## src/rtl/data_bus_arbiter_if.sv

```systemverilog
// Signal bundle between the data-bus arbiter, its two requesters and the data memory.
// slave = arbiter side, master = requester/memory side.
interface data_bus_arbiter_if #(
  parameter int DATA_WIDTH   = 8,
  parameter int D_ADDR_WIDTH = 7
);
  logic                    cpu_req;
  logic                    cpu_we;
  logic [D_ADDR_WIDTH-1:0] cpu_addr;
  logic [DATA_WIDTH-1:0]   cpu_wdata;
  logic [DATA_WIDTH-1:0]   cpu_rdata;
  logic                    cpu_ack;
  logic                    cpu_stall;

  logic                    dma_req;
  logic                    dma_we;
  logic [D_ADDR_WIDTH-1:0] dma_addr;
  logic [DATA_WIDTH-1:0]   dma_wdata;
  logic [DATA_WIDTH-1:0]   dma_rdata;
  logic                    dma_ack;

  logic                    mem_cs;
  logic                    mem_we;
  logic [D_ADDR_WIDTH-1:0] mem_addr;
  logic [DATA_WIDTH-1:0]   mem_wdata;
  logic [DATA_WIDTH-1:0]   mem_rdata;

  modport slave (
    input  cpu_req, cpu_we, cpu_addr, cpu_wdata,
    output cpu_rdata, cpu_ack, cpu_stall,
    input  dma_req, dma_we, dma_addr, dma_wdata,
    output dma_rdata, dma_ack,
    output mem_cs, mem_we, mem_addr, mem_wdata,
    input  mem_rdata
  );

  modport master (
    output cpu_req, cpu_we, cpu_addr, cpu_wdata,
    input  cpu_rdata, cpu_ack, cpu_stall,
    output dma_req, dma_we, dma_addr, dma_wdata,
    input  dma_rdata, dma_ack,
    input  mem_cs, mem_we, mem_addr, mem_wdata,
    output mem_rdata
  );
endinterface

```

## src/rtl/data_bus_arbiter.sv

```systemverilog
// Shares one data-memory bus between CPU MEM stage and DMA; CPU priority with a streak limit.
// Each access: grant edge, one mem_cs cycle, MEM_LATENCY cycles to ack, then one IDLE cycle.
module data_bus_arbiter #(
  parameter int DATA_WIDTH     = 8,
  parameter int D_ADDR_WIDTH   = 7,
  parameter int MEM_LATENCY    = 1,
  parameter int MAX_CPU_STREAK = 3
) (
  input  logic              i_clk,
  input  logic              i_reset,
  data_bus_arbiter_if.slave io_bus
);
  localparam logic [1:0] S_IDLE     = 2'd0;
  localparam logic [1:0] S_XFER_CPU = 2'd1;
  localparam logic [1:0] S_XFER_DMA = 2'd2;
  localparam logic [2:0] LAT_LAST   = 3'(MEM_LATENCY);
  localparam logic [3:0] STREAK_MAX = 4'(MAX_CPU_STREAK);

  logic [1:0]              r_state;
  logic [2:0]              r_cnt;
  logic [3:0]              r_streak;
  logic                    r_mem_we;
  logic [D_ADDR_WIDTH-1:0] r_mem_addr;
  logic [DATA_WIDTH-1:0]   r_mem_wdata;
  logic [DATA_WIDTH-1:0]   r_cpu_rdata;
  logic [DATA_WIDTH-1:0]   r_dma_rdata;

  logic w_idle;
  logic w_xfer;
  logic w_ack_cyc;
  logic w_cpu_ack;
  logic w_dma_ack;
  logic w_grant_cpu;
  logic w_grant_dma;

  assign w_idle    = (r_state == S_IDLE);
  assign w_xfer    = (r_state == S_XFER_CPU) || (r_state == S_XFER_DMA);
  assign w_ack_cyc = w_xfer && (r_cnt == LAT_LAST);
  assign w_cpu_ack = w_ack_cyc && (r_state == S_XFER_CPU);
  assign w_dma_ack = w_ack_cyc && (r_state == S_XFER_DMA);

  // CPU wins ties until it has taken MAX_CPU_STREAK grants in a row over a waiting DMA.
  assign w_grant_cpu = w_idle && io_bus.cpu_req &&
                       (!io_bus.dma_req || (r_streak != STREAK_MAX));
  assign w_grant_dma = w_idle && io_bus.dma_req && !w_grant_cpu;

  always_ff @(posedge i_clk or negedge i_reset) begin
    if (!i_reset) begin
      r_state     <= S_IDLE;
      r_cnt       <= '0;
      r_mem_we    <= 1'b0;
      r_mem_addr  <= '0;
      r_mem_wdata <= '0;
    end else begin
      case (r_state)
        S_IDLE: begin
          r_cnt <= '0;
          if (w_grant_cpu) begin
            r_state     <= S_XFER_CPU;
            r_mem_we    <= io_bus.cpu_we;
            r_mem_addr  <= io_bus.cpu_addr;
            r_mem_wdata <= io_bus.cpu_wdata;
          end else if (w_grant_dma) begin
            r_state     <= S_XFER_DMA;
            r_mem_we    <= io_bus.dma_we;
            r_mem_addr  <= io_bus.dma_addr;
            r_mem_wdata <= io_bus.dma_wdata;
          end
        end
        S_XFER_CPU, S_XFER_DMA: begin
          if (w_ack_cyc) begin
            r_state <= S_IDLE;
          end else begin
            r_cnt <= r_cnt + 3'd1;
          end
        end
        default: r_state <= S_IDLE;
      endcase
    end
  end

  always_ff @(posedge i_clk or negedge i_reset) begin
    if (!i_reset) begin
      r_streak <= '0;
    end else if (w_idle) begin
      if (w_grant_dma || !io_bus.dma_req) begin
        r_streak <= '0;
      end else if (w_grant_cpu && (r_streak != 4'hF)) begin
        r_streak <= r_streak + 4'd1;
      end
    end
  end

  // Read data is held per master so each sees its last load until the next one completes.
  always_ff @(posedge i_clk or negedge i_reset) begin
    if (!i_reset) begin
      r_cpu_rdata <= '0;
      r_dma_rdata <= '0;
    end else begin
      if (w_cpu_ack && !r_mem_we) r_cpu_rdata <= io_bus.mem_rdata;
      if (w_dma_ack && !r_mem_we) r_dma_rdata <= io_bus.mem_rdata;
    end
  end

  assign io_bus.mem_cs    = w_xfer && (r_cnt == 3'd0);
  assign io_bus.mem_we    = r_mem_we;
  assign io_bus.mem_addr  = r_mem_addr;
  assign io_bus.mem_wdata = r_mem_wdata;

  assign io_bus.cpu_ack   = w_cpu_ack;
  assign io_bus.dma_ack   = w_dma_ack;
  assign io_bus.cpu_rdata = (w_cpu_ack && !r_mem_we) ? io_bus.mem_rdata : r_cpu_rdata;
  assign io_bus.dma_rdata = (w_dma_ack && !r_mem_we) ? io_bus.mem_rdata : r_dma_rdata;
  assign io_bus.cpu_stall = i_reset && io_bus.cpu_req && !w_cpu_ack;
endmodule
```

## src/flat_wrapper.sv

```systemverilog
// flat-port wrapper written by rule: the top's interface ports become plain ports
module data_bus_arbiter_flat 
#(
  parameter int DATA_WIDTH     = 8,
  parameter int D_ADDR_WIDTH   = 7,
  parameter int MEM_LATENCY    = 1,
  parameter int MAX_CPU_STREAK = 3
)
  (i_clk, i_reset, io_bus_cpu_req, io_bus_cpu_we, io_bus_cpu_addr, io_bus_cpu_wdata, io_bus_cpu_rdata, io_bus_cpu_ack, io_bus_cpu_stall, io_bus_dma_req, io_bus_dma_we, io_bus_dma_addr, io_bus_dma_wdata, io_bus_dma_rdata, io_bus_dma_ack, io_bus_mem_cs, io_bus_mem_we, io_bus_mem_addr, io_bus_mem_wdata, io_bus_mem_rdata);
  data_bus_arbiter_if #(.DATA_WIDTH(DATA_WIDTH), .D_ADDR_WIDTH(D_ADDR_WIDTH)) io_bus_i ();
  input  logic i_clk;
  input  logic i_reset;
  input wire logic [$bits(io_bus_i.cpu_req)-1:0] io_bus_cpu_req;
  input wire logic [$bits(io_bus_i.cpu_we)-1:0] io_bus_cpu_we;
  input wire logic [$bits(io_bus_i.cpu_addr)-1:0] io_bus_cpu_addr;
  input wire logic [$bits(io_bus_i.cpu_wdata)-1:0] io_bus_cpu_wdata;
  output wire logic [$bits(io_bus_i.cpu_rdata)-1:0] io_bus_cpu_rdata;
  output wire logic [$bits(io_bus_i.cpu_ack)-1:0] io_bus_cpu_ack;
  output wire logic [$bits(io_bus_i.cpu_stall)-1:0] io_bus_cpu_stall;
  input wire logic [$bits(io_bus_i.dma_req)-1:0] io_bus_dma_req;
  input wire logic [$bits(io_bus_i.dma_we)-1:0] io_bus_dma_we;
  input wire logic [$bits(io_bus_i.dma_addr)-1:0] io_bus_dma_addr;
  input wire logic [$bits(io_bus_i.dma_wdata)-1:0] io_bus_dma_wdata;
  output wire logic [$bits(io_bus_i.dma_rdata)-1:0] io_bus_dma_rdata;
  output wire logic [$bits(io_bus_i.dma_ack)-1:0] io_bus_dma_ack;
  output wire logic [$bits(io_bus_i.mem_cs)-1:0] io_bus_mem_cs;
  output wire logic [$bits(io_bus_i.mem_we)-1:0] io_bus_mem_we;
  output wire logic [$bits(io_bus_i.mem_addr)-1:0] io_bus_mem_addr;
  output wire logic [$bits(io_bus_i.mem_wdata)-1:0] io_bus_mem_wdata;
  input wire logic [$bits(io_bus_i.mem_rdata)-1:0] io_bus_mem_rdata;
  assign io_bus_i.cpu_req = io_bus_cpu_req;
  assign io_bus_i.cpu_we = io_bus_cpu_we;
  assign io_bus_i.cpu_addr = io_bus_cpu_addr;
  assign io_bus_i.cpu_wdata = io_bus_cpu_wdata;
  assign io_bus_cpu_rdata = io_bus_i.cpu_rdata;
  assign io_bus_cpu_ack = io_bus_i.cpu_ack;
  assign io_bus_cpu_stall = io_bus_i.cpu_stall;
  assign io_bus_i.dma_req = io_bus_dma_req;
  assign io_bus_i.dma_we = io_bus_dma_we;
  assign io_bus_i.dma_addr = io_bus_dma_addr;
  assign io_bus_i.dma_wdata = io_bus_dma_wdata;
  assign io_bus_dma_rdata = io_bus_i.dma_rdata;
  assign io_bus_dma_ack = io_bus_i.dma_ack;
  assign io_bus_mem_cs = io_bus_i.mem_cs;
  assign io_bus_mem_we = io_bus_i.mem_we;
  assign io_bus_mem_addr = io_bus_i.mem_addr;
  assign io_bus_mem_wdata = io_bus_i.mem_wdata;
  assign io_bus_i.mem_rdata = io_bus_mem_rdata;
  data_bus_arbiter #(.DATA_WIDTH(DATA_WIDTH), .D_ADDR_WIDTH(D_ADDR_WIDTH), .MEM_LATENCY(MEM_LATENCY), .MAX_CPU_STREAK(MAX_CPU_STREAK)) u_core (.i_clk(i_clk), .i_reset(i_reset), .io_bus(io_bus_i));
endmodule
```

## config.mk

```make
export PLATFORM = sky130hd
export DESIGN_NAME = data_bus_arbiter_flat
export DESIGN_NICKNAME = d
export VERILOG_FILES = /design/src/rtl/data_bus_arbiter_if.sv /design/src/rtl/data_bus_arbiter.sv /design/src/flat_wrapper.sv
export SDC_FILE = /design/constraint.sdc
export NUM_CORES = 1
export LEC_CHECK = 0
export CAP_MARGIN = 20
export CORE_ASPECT_RATIO = 0.7
export CORE_MARGIN = 8
export CORE_UTILIZATION = 43
export CTS_CLUSTER_DIAMETER = 200
export DETAILED_ROUTE_END_ITERATION = 8
export PLACE_DENSITY = 0.78
export SYNTH_ARGS = -nofsm -noshare
export SYNTH_HDL_FRONTEND = slang
export SYNTH_SLANG_ARGS = --single-unit
```

## constraint.sdc

```tcl
create_clock -name i_clk -period 2.7 [get_ports i_clk]
set_input_delay 0.54 -clock i_clk [delete_from_list [all_inputs] [get_ports i_clk]]
set_output_delay 0.54 -clock i_clk [all_outputs]
set_load 0.1 [all_outputs]
```

==> reports/results.tsv, run 1 <==
metric	value	unit
Crit path max-delay family	buffers and inverters	
Seq/Total Area, Yosys	48.75	%
DIE AREA	7424	um2
gr usage total	14.81	%
Mean Syn Cell Area	13.85	um2
cell area after synthesis	2105	um2
top cell type's share of synthesized area	48.75	%
Final setup violation count	0	
top_reg_cell synth	dfrtp_1	
residual DRC count	0	
first-pass GRT wire length	8307	um
Placement Rows	21	
Crit path depth	7	
Die Span Y	74.53	um
CTS Root Cell	clkbuf_8	
final-report hold violation count	0	
synth-to-layout area growth	58.15	%
Critical Path Source Type	flop	
FF-to-FF path depth	7	
diodes inserted	0	
Final HPWL DP	4071	um
R2R setup slack	850	ps
Post-synth ARST share	100.0	%
crit share post-route	97.64	%
final net count	293	
Final Wtd Congestion	0.7996	
CP Capture Point	io_bus_dma_rdata[6]	
most used cell, CP	and3b_2	
CP max-delay cell	dfrtp_1	
RSZ-0062 raised after global routing	yes	
final WL	5383	um
crit end category	primary output	
worst path cell trace	inv_2 -> ha_4 -> and3b_2 -> and3b_2 -> buf_4 -> mux2_4 -> buf_12	
R2R Path Start	u_core.r_state[0]	
Pins Over Slew Limit	0	
Worst R2R End	u_core.r_dma_rdata[3]	
critical path type	reg2out	
dominant cell type by area after synthesis	dfrtp_1	
worst-case hold slack	325.4	ps
yosys warns	0	
fillcell total	355	
hold buffers post-CTS	0	
number of global-route vias before repair	1586	
clk_lat worst skew	300	ps
vias post-DR	1525	
Post-synth EDFFs	0	
Ports	80	
required time worst endpoint	2160	ps
largest net degree at the start of global routing	42	
clk slew on worst S/H paths	80	ps
Synth top cells by count	41 x dfrtp_1, 30 x mux2_2, 18 x mux2_4	
flops & latches, synth	41	
CTS tree	done	
cell count after synthesis	152	
CP Launch Point	u_core.r_state[0]	
max_slew headroom	65.57	%
Worst Tran Pin Value	516.5	ps
layout cells sized above 1	45.68	%
global route overflow	0	
synth top area cells	dfrtp_1 49%, mux2_2 16%, mux2_4 13%, ha_1 4.2%, o21ai_0 1.4%	
clock skew	3.968	ps
initial antenna violation count	0	
crit path buf inv count	3	
DR vias/cell	4.888	
post-route ant nets	0	
Initial DRT Pass Iterations	4	
fmax	379.3	MHz
Starting Density	44.25	%
Die Width	99.62	um
Max Fanout on Critical Path	5	
status	finished clean	
CTS max path bufs	2	
core area	4756	um2
post-synth cell types	36	
Num CTS Buffers	5	
syn nets	203	
most frequent cell after synthesis	dfrtp_1	
Period minus WS final	2636	ps
max_cap viols	0	
Hold WC Path Type	in2async	
number of port buffers	79	
CTS Sinks	41	
Crit path arrival time	2100	ps
DRT iter0 DRCs	48	
CTS H-Tree Depth	2	
CP max stage delay	400	ps
wire per inst	17.25	um
worst register-to-register path: stages (launching register included):
cell     delay, ps
dfrtp_1        400
inv_2          100
ha_4           220
and3b_2        210
and3b_2        200
buf_4          170
mux2_4         320
buf_4          140
logic make-up after synthesis:
group           after synthesis  synth area share, %
compound gates               18                6.005
xor+xnor                      1               0.4162
fa+ha+maj                     7                4.162
buf+inv                      13                3.330
flops                        41                48.75
mux                          49                29.37
simple gates                 23                7.967
timing repair:
action                     CTS  global route
setup endpoints to repair   14            16
gates resized for setup      7             6
pin swaps                    1             0
buffers inserted             3             2
metal layers:
layer,GRT usage (%),vias to the layer above,share of wire (%)
met2,20.47,52,42
li1,-,726,-
met5,0,-,0
met4,6.010,0,1.3
met3,6.636,7,7.6
met1,19.54,740,49
through the flow:
step / setup WS [ps] / std cells / util, % / TNS, ps / instance area (um2)
floorplan: 242.8 / 152 / - / 0 / 2105
global route: -6.779 / 312 / 69.98 / -19.47 / 3328
CTS: 3.902 / 310 / 69.24 / 0 / 3293
global placement: 223.0 / 299 / 65.75 / 0 / 3127
detailed placement: 163.4 / 299 / 65.75 / 0 / 3127
finish: 63.64 / 312 / 69.98 / 0 / 3328
sequential cells by signal, indices dropped and copies added, names as in the netlist:
| signal | cells |
|---|---|
| u_core.io_bus.mem_addr | 7 |
| u_core.io_bus.mem_wdata | 8 |
| u_core.io_bus.mem_we | 1 |
| u_core.r_cnt | 3 |
| u_core.r_cpu_rdata | 8 |
| u_core.r_dma_rdata | 8 |
| u_core.r_state | 2 |
| u_core.r_streak | 4 |
area by class of cell:
cell class / instances / area, um2 / area share (%)
multi-input cells: 98 / 1052 / 31.62
flip-flops and latches: 41 / 1026 / 30.83
repair buffers: 88 / 1013 / 30.45
well taps: 69 / 86.33 / 2.594
clock buffers: 6 / 82.58 / 2.481
clock inverters: 2 / 37.54 / 1.128
inverters: 8 / 30.03 / 0.9023
how the worst min path moves through the flow:
stage	start	end	slack, ps
2_1_floorplan	i_reset	u_core.io_bus.mem_addr[0]	240
3_3_place_gp	u_core.r_streak[1]	u_core.r_streak[1]	520
3_5_place_dp	u_core.r_dma_rdata[0]	u_core.r_dma_rdata[0]	530
4_1_cts	i_reset	u_core.r_cpu_rdata[0]	340
5_1_grt	i_reset	u_core.io_bus.mem_we	360
6_report	i_reset	u_core.r_state[1]	330
cell usage in the layout (no fill, tap or decap), types with 2 or more instances in the layout:
master,synthesis,layout
clkdlybuf4s50_1,0,42
dfrtp_1,41,41
mux2_4,18,25
buf_4,1,25
mux2_2,30,23
buf_12,0,20
inv_1,8,6
o21ai_0,6,6
clkbuf_8,0,6
ha_1,7,5
nand2_1,4,4
inv_2,0,2
and3b_2,0,2
and3_1,2,2
nand3_1,2,2
a21oi_1,2,2
a21boi_0,2,2
o2bb2ai_1,2,2
Power of run 1 is not shown: default switching activity piles up to over one toggle a cycle in this logic, so the estimate is an artifact.
==> run 2: changes to the inputs <==
- CELL_PAD_IN_SITES_DETAIL_PLACEMENT: default -> 1
- CELL_PAD_IN_SITES_GLOBAL_PLACEMENT: default -> 1
- CORE_UTILIZATION: 43 -> 34
- PLACE_DENSITY: 0.78 -> default
- PLACE_DENSITY_LB_ADDON: default -> 0.1
==> run 2 against run 1 <==
- clock skew increased by 3.4 ps
- core utilization decreased by 14 points
- cell count increased by 3.5%
- first-iteration DRC count decreased by 33%
- register-to-register slack got worse by 40 ps
- worst hold slack improved by 19 ps
- critical path depth unchanged
- die area increased by 21%
- design area increased by 2.9%
- count of clock-buffer cells in the layout decreased by 1
- non-clock buffer count increased by 2
==> reports/results.tsv, run 2 (synthesis gave the netlist of run 1 again) <==
metric	value	unit
wire per inst	18.57	um
final-report hold violation count	0	
global route overflow	0	
core area	6096	um2
Initial DRT Pass Iterations	4	
Starting Density	34.52	%
most frequent cells in the layout	42 x clkdlybuf4s50_1, 41 x dfrtp_1, 28 x mux2_4	
RSZ-0062 raised after global routing	yes	
Final HPWL DP	4682	um
crit share post-route	98.50	%
Worst Tran Pin Value	524.2	ps
Num CTS Buffers	5	
gr usage total	13.82	%
max_slew headroom	65.06	%
Pins Over Slew Limit	0	
required time worst endpoint	2160	ps
worst-case hold slack	344.3	ps
Period minus WS final	2660	ps
DIE AREA	9004	um2
Final Wtd Congestion	0.7848	
clk_lat worst skew	290	ps
diodes inserted	0	
initial antenna violation count	0	
post-route ant nets	0	
Hold WC Path Type	in2async	
CTS H-Tree Depth	2	
DR vias/cell	4.746	
Crit path arrival time	2120	ps
FF-to-FF path depth	7	
CTS max path bufs	2	
synth-to-layout area growth	62.66	%
residual DRC count	0	
Die Span Y	81.83	um
Final setup violation count	0	
critical path type	reg2out	
clock skew	7.384	ps
first-pass GRT wire length	9570	um
CTS Root Cell	clkbuf_8	
R2R setup slack	810	ps
crit end category	primary output	
final net count	295	
TNS Setup	0	ps
CTS Sinks	41	
largest net degree at the start of global routing	42	
DRT iter0 DRCs	32	
layout cells sized above 1	46.12	%
number of global-route vias before repair	1851	
number of port buffers	79	
max_cap viols	0	
Placement Rows	24	
vias post-DR	1533	
Max Fanout on Critical Path	8	
clk slew on worst S/H paths	90	ps
fillcell total	605	
fmax	376.0	MHz
Die Width	110.0	um
Critical Path Source Type	flop	
status	finished clean	
most common cell after layout, fill and taps aside	clkdlybuf4s50_1	
CTS tree	done	
final WL	5998	um
Ports	80	
==> run 2: final timing paths <==
kind / startpoint / to
max in group asynchronous: i_reset / u_core.io_bus.mem_addr[5]
min reg2reg: u_core.r_dma_rdata[1] / u_core.r_dma_rdata[1]
min: i_reset / u_core.r_state[0]
max reg2reg: u_core.r_state[0] / u_core.r_dma_rdata[4]
min in group i_clk: u_core.r_dma_rdata[1] / u_core.r_dma_rdata[1]
max: u_core.r_state[0] / io_bus_dma_rdata[0]
==> run 2: cell type report <==
class / count / area (um2) / share of cell area [%]
inverters: 8 / 30.03 / 0.8772
clock buffers: 5 / 68.82 / 2.010
flip-flops and latches: 41 / 1026 / 29.97
repair buffers: 90 / 1054 / 30.77
multi-input cells: 98 / 1079 / 31.51
well taps: 78 / 97.59 / 2.851
clock inverters: 3 / 68.82 / 2.010
==> run 2: worst max-delay path: stages (launching register included) <==
cell	delay (ps)
dfrtp_1	410
inv_2	100
ha_4	220
and3b_2	220
and3b_2	230
buf_12	150
mux2_4	320
buf_12	170
==> run 2: through the flow <==
stage                     util, %  cell area, um2  std cells  worst slack (ps)
final                       56.16            3423        323             40.42
after global routing        56.16            3423        323            -23.85
after CTS                   54.62            3329        318            -36.36
after detailed placement    51.35            3131        307             93.30
after global placement      51.35            3131        307             179.7
after floorplan                 -            2105        152             242.8
==> run 2: repair_timing <==
item,in CTS,in global routing
setup endpoints to repair,16,16
pin swaps,3,5
gates resized for setup,5,13
hold buffers,0,0
gates cloned,0,0
setup buffers,3,5
==> run 2: layer usage <==
metal	track usage [%]	vias up	part of all wire, %
met5	0	-	0
li1	-	726	-
met2	23.15	50	50
met1	15.85	752	40
met4	3.893	0	0.98
met3	5.956	5	8.7
Power of run 2 is left out for the same reason.
==> run 3: changes to the inputs <==
- RECOVER_POWER: default -> 50
==> run 3 against run 2 <==
- critical endpoint unchanged
- cell count is the same
- clock skew is essentially flat
- non-clock buffer count is the same
- count of clock-buffer cells in the layout is the same
- first-iteration DRC count is the same
- maximum frequency is essentially flat
- register-to-register slack is essentially flat
- global-route usage is the same
- via count grew 0.13%
- routed wire length is essentially flat
- core utilization shrank 0.061 points
- critical path depth is the same
==> reports/results.tsv, run 3 (synthesis gave the netlist of run 1 again) <==
metric	value	unit
final core occ	56.10	%
most frequent cells in the layout	41 x clkdlybuf4s50_1, 41 x dfrtp_1, 28 x mux2_4	
status	finished clean	
crit path buf inv count	3	
crit share post-route	98.51	%
CTS Sinks	41	
Die Span Y	81.83	um
global route overflow	0	
DRT iter0 DRCs	32	
clk_lat worst skew	290	ps
gr usage total	13.82	%
worst path cell trace	inv_2 -> ha_4 -> and3b_2 -> and3b_2 -> buf_12 -> mux2_4 -> buf_12	
Ports	80	
largest net degree at the start of global routing	42	
Max Fanout on Critical Path	8	
Die Width	110.0	um
CP max-delay cell	dfrtp_1	
clock skew	7.384	ps
layout cells sized above 1	45.71	%
RSZ-0062 raised after global routing	yes	
Pins Over Slew Limit	0	
DIE AREA	9004	um2
CTS Root Cell	clkbuf_8	
final-report hold violation count	0	
clk slew on worst S/H paths	90	ps
CTS max path bufs	2	
critical path type	reg2out	
final net count	295	
crit end category	primary output	
Crit path arrival time	2120	ps
Critical Path Source Type	flop	
number of global-route vias before repair	1851	
initial antenna violation count	0	
max_slew headroom	30.41	%
Period minus WS final	2660	ps
synth-to-layout area growth	62.49	%
Placement Rows	24	
max_cap viols	0	
CP max stage delay	410	ps
first-pass GRT wire length	9570	um
TNS Setup	0	ps
Final setup violation count	0	
diodes inserted	0	
Crit path max-delay family	simple AND/OR/NAND/NOR gates	
vias post-DR	1535	
Num CTS Buffers	5	
Final Wtd Congestion	0.7848	
fmax	376.0	MHz
residual DRC count	0	
final WL	6002	um
hold buffers post-CTS	0	
required time worst endpoint	2160	ps
wire per inst	18.58	um
Hold WC Path Type	reg2reg	
number of port buffers	79	
Starting Density	34.52	%
CTS tree	done	
Final HPWL DP	4682	um
CTS H-Tree Depth	2	
core area	6096	um2
Initial DRT Pass Iterations	3	
final instance area	3420	um2
Post-DP Area	3131	um2
DR vias/cell	4.752	
post-route ant nets	0	
Worst Tran Pin Value	1044	ps
## run 3: cell types whose count changed in the layout (fill, tap and decap cells not counted)
cell	change
clkdlybuf4s50_1	-1
dlygate4sd3_1	+1
buf_2	-1
clkbuf_2	+1
clkbuf_1	+1
buf_4	-1
## run 3: final cells by class
| type | count | area [um2] |
|---|---|---|
| fill | 606 | 2676 |
| multi-input combinational | 98 | 1079 |
| clock buffer | 5 | 68.82 |
| inverter | 8 | 30.03 |
| clock inverter | 3 | 68.82 |
| tap | 78 | 97.59 |
| sequential | 41 | 1026 |
| timing repair buffer | 90 | 1050 |
## run 3: final timing paths
| path | start | to | slack, ps | cells past startpoint |
|---|---|---|---|---|
| worst max-delay path | u_core.r_state[0] | io_bus_dma_rdata[0] | 40 | 7 |
| worst min-delay path | u_core.r_dma_rdata[1] | u_core.r_dma_rdata[1] | 520 | 1 |
| worst max register to register | u_core.r_state[0] | u_core.r_dma_rdata[4] | 820 | 7 |
| worst min register to register | u_core.r_dma_rdata[1] | u_core.r_dma_rdata[1] | 520 | 1 |
| max in group asynchronous | i_reset | u_core.io_bus.mem_addr[5] | 1460 | 2 |
| min in group asynchronous | i_reset | u_core.r_dma_rdata[1] | 600 | 2 |
## run 3: repair_timing
item                       CTS  global route
gates resized for setup      5            13
pin swaps                    3             5
setup buffers                3             5
setup endpoints to repair   16            16
## run 3: per-stage QoR
stage	hold slack, ps	setup slack [ps]	cells
global placement	508.1	179.7	307
floorplan	244.4	242.8	152
global route	549.2	-23.85	323
CTS	362.6	-36.36	318
finish	522.5	40.34	323
detailed placement	527.4	93.30	307
## run 3: layer usage
| layer | GRT usage (%) | vias up | routed length [um] |
|---|---|---|---|
| li1 | - | 727 | - |
| met1 | 15.85 | 753 | 2420 |
| met2 | 23.15 | 50 | 3001 |
| met3 | 5.956 | 5 | 521 |
| met4 | 3.893 | 0 | 59 |
| met5 | 0 | - | 0 |
Power of run 3 is left out for the same reason.
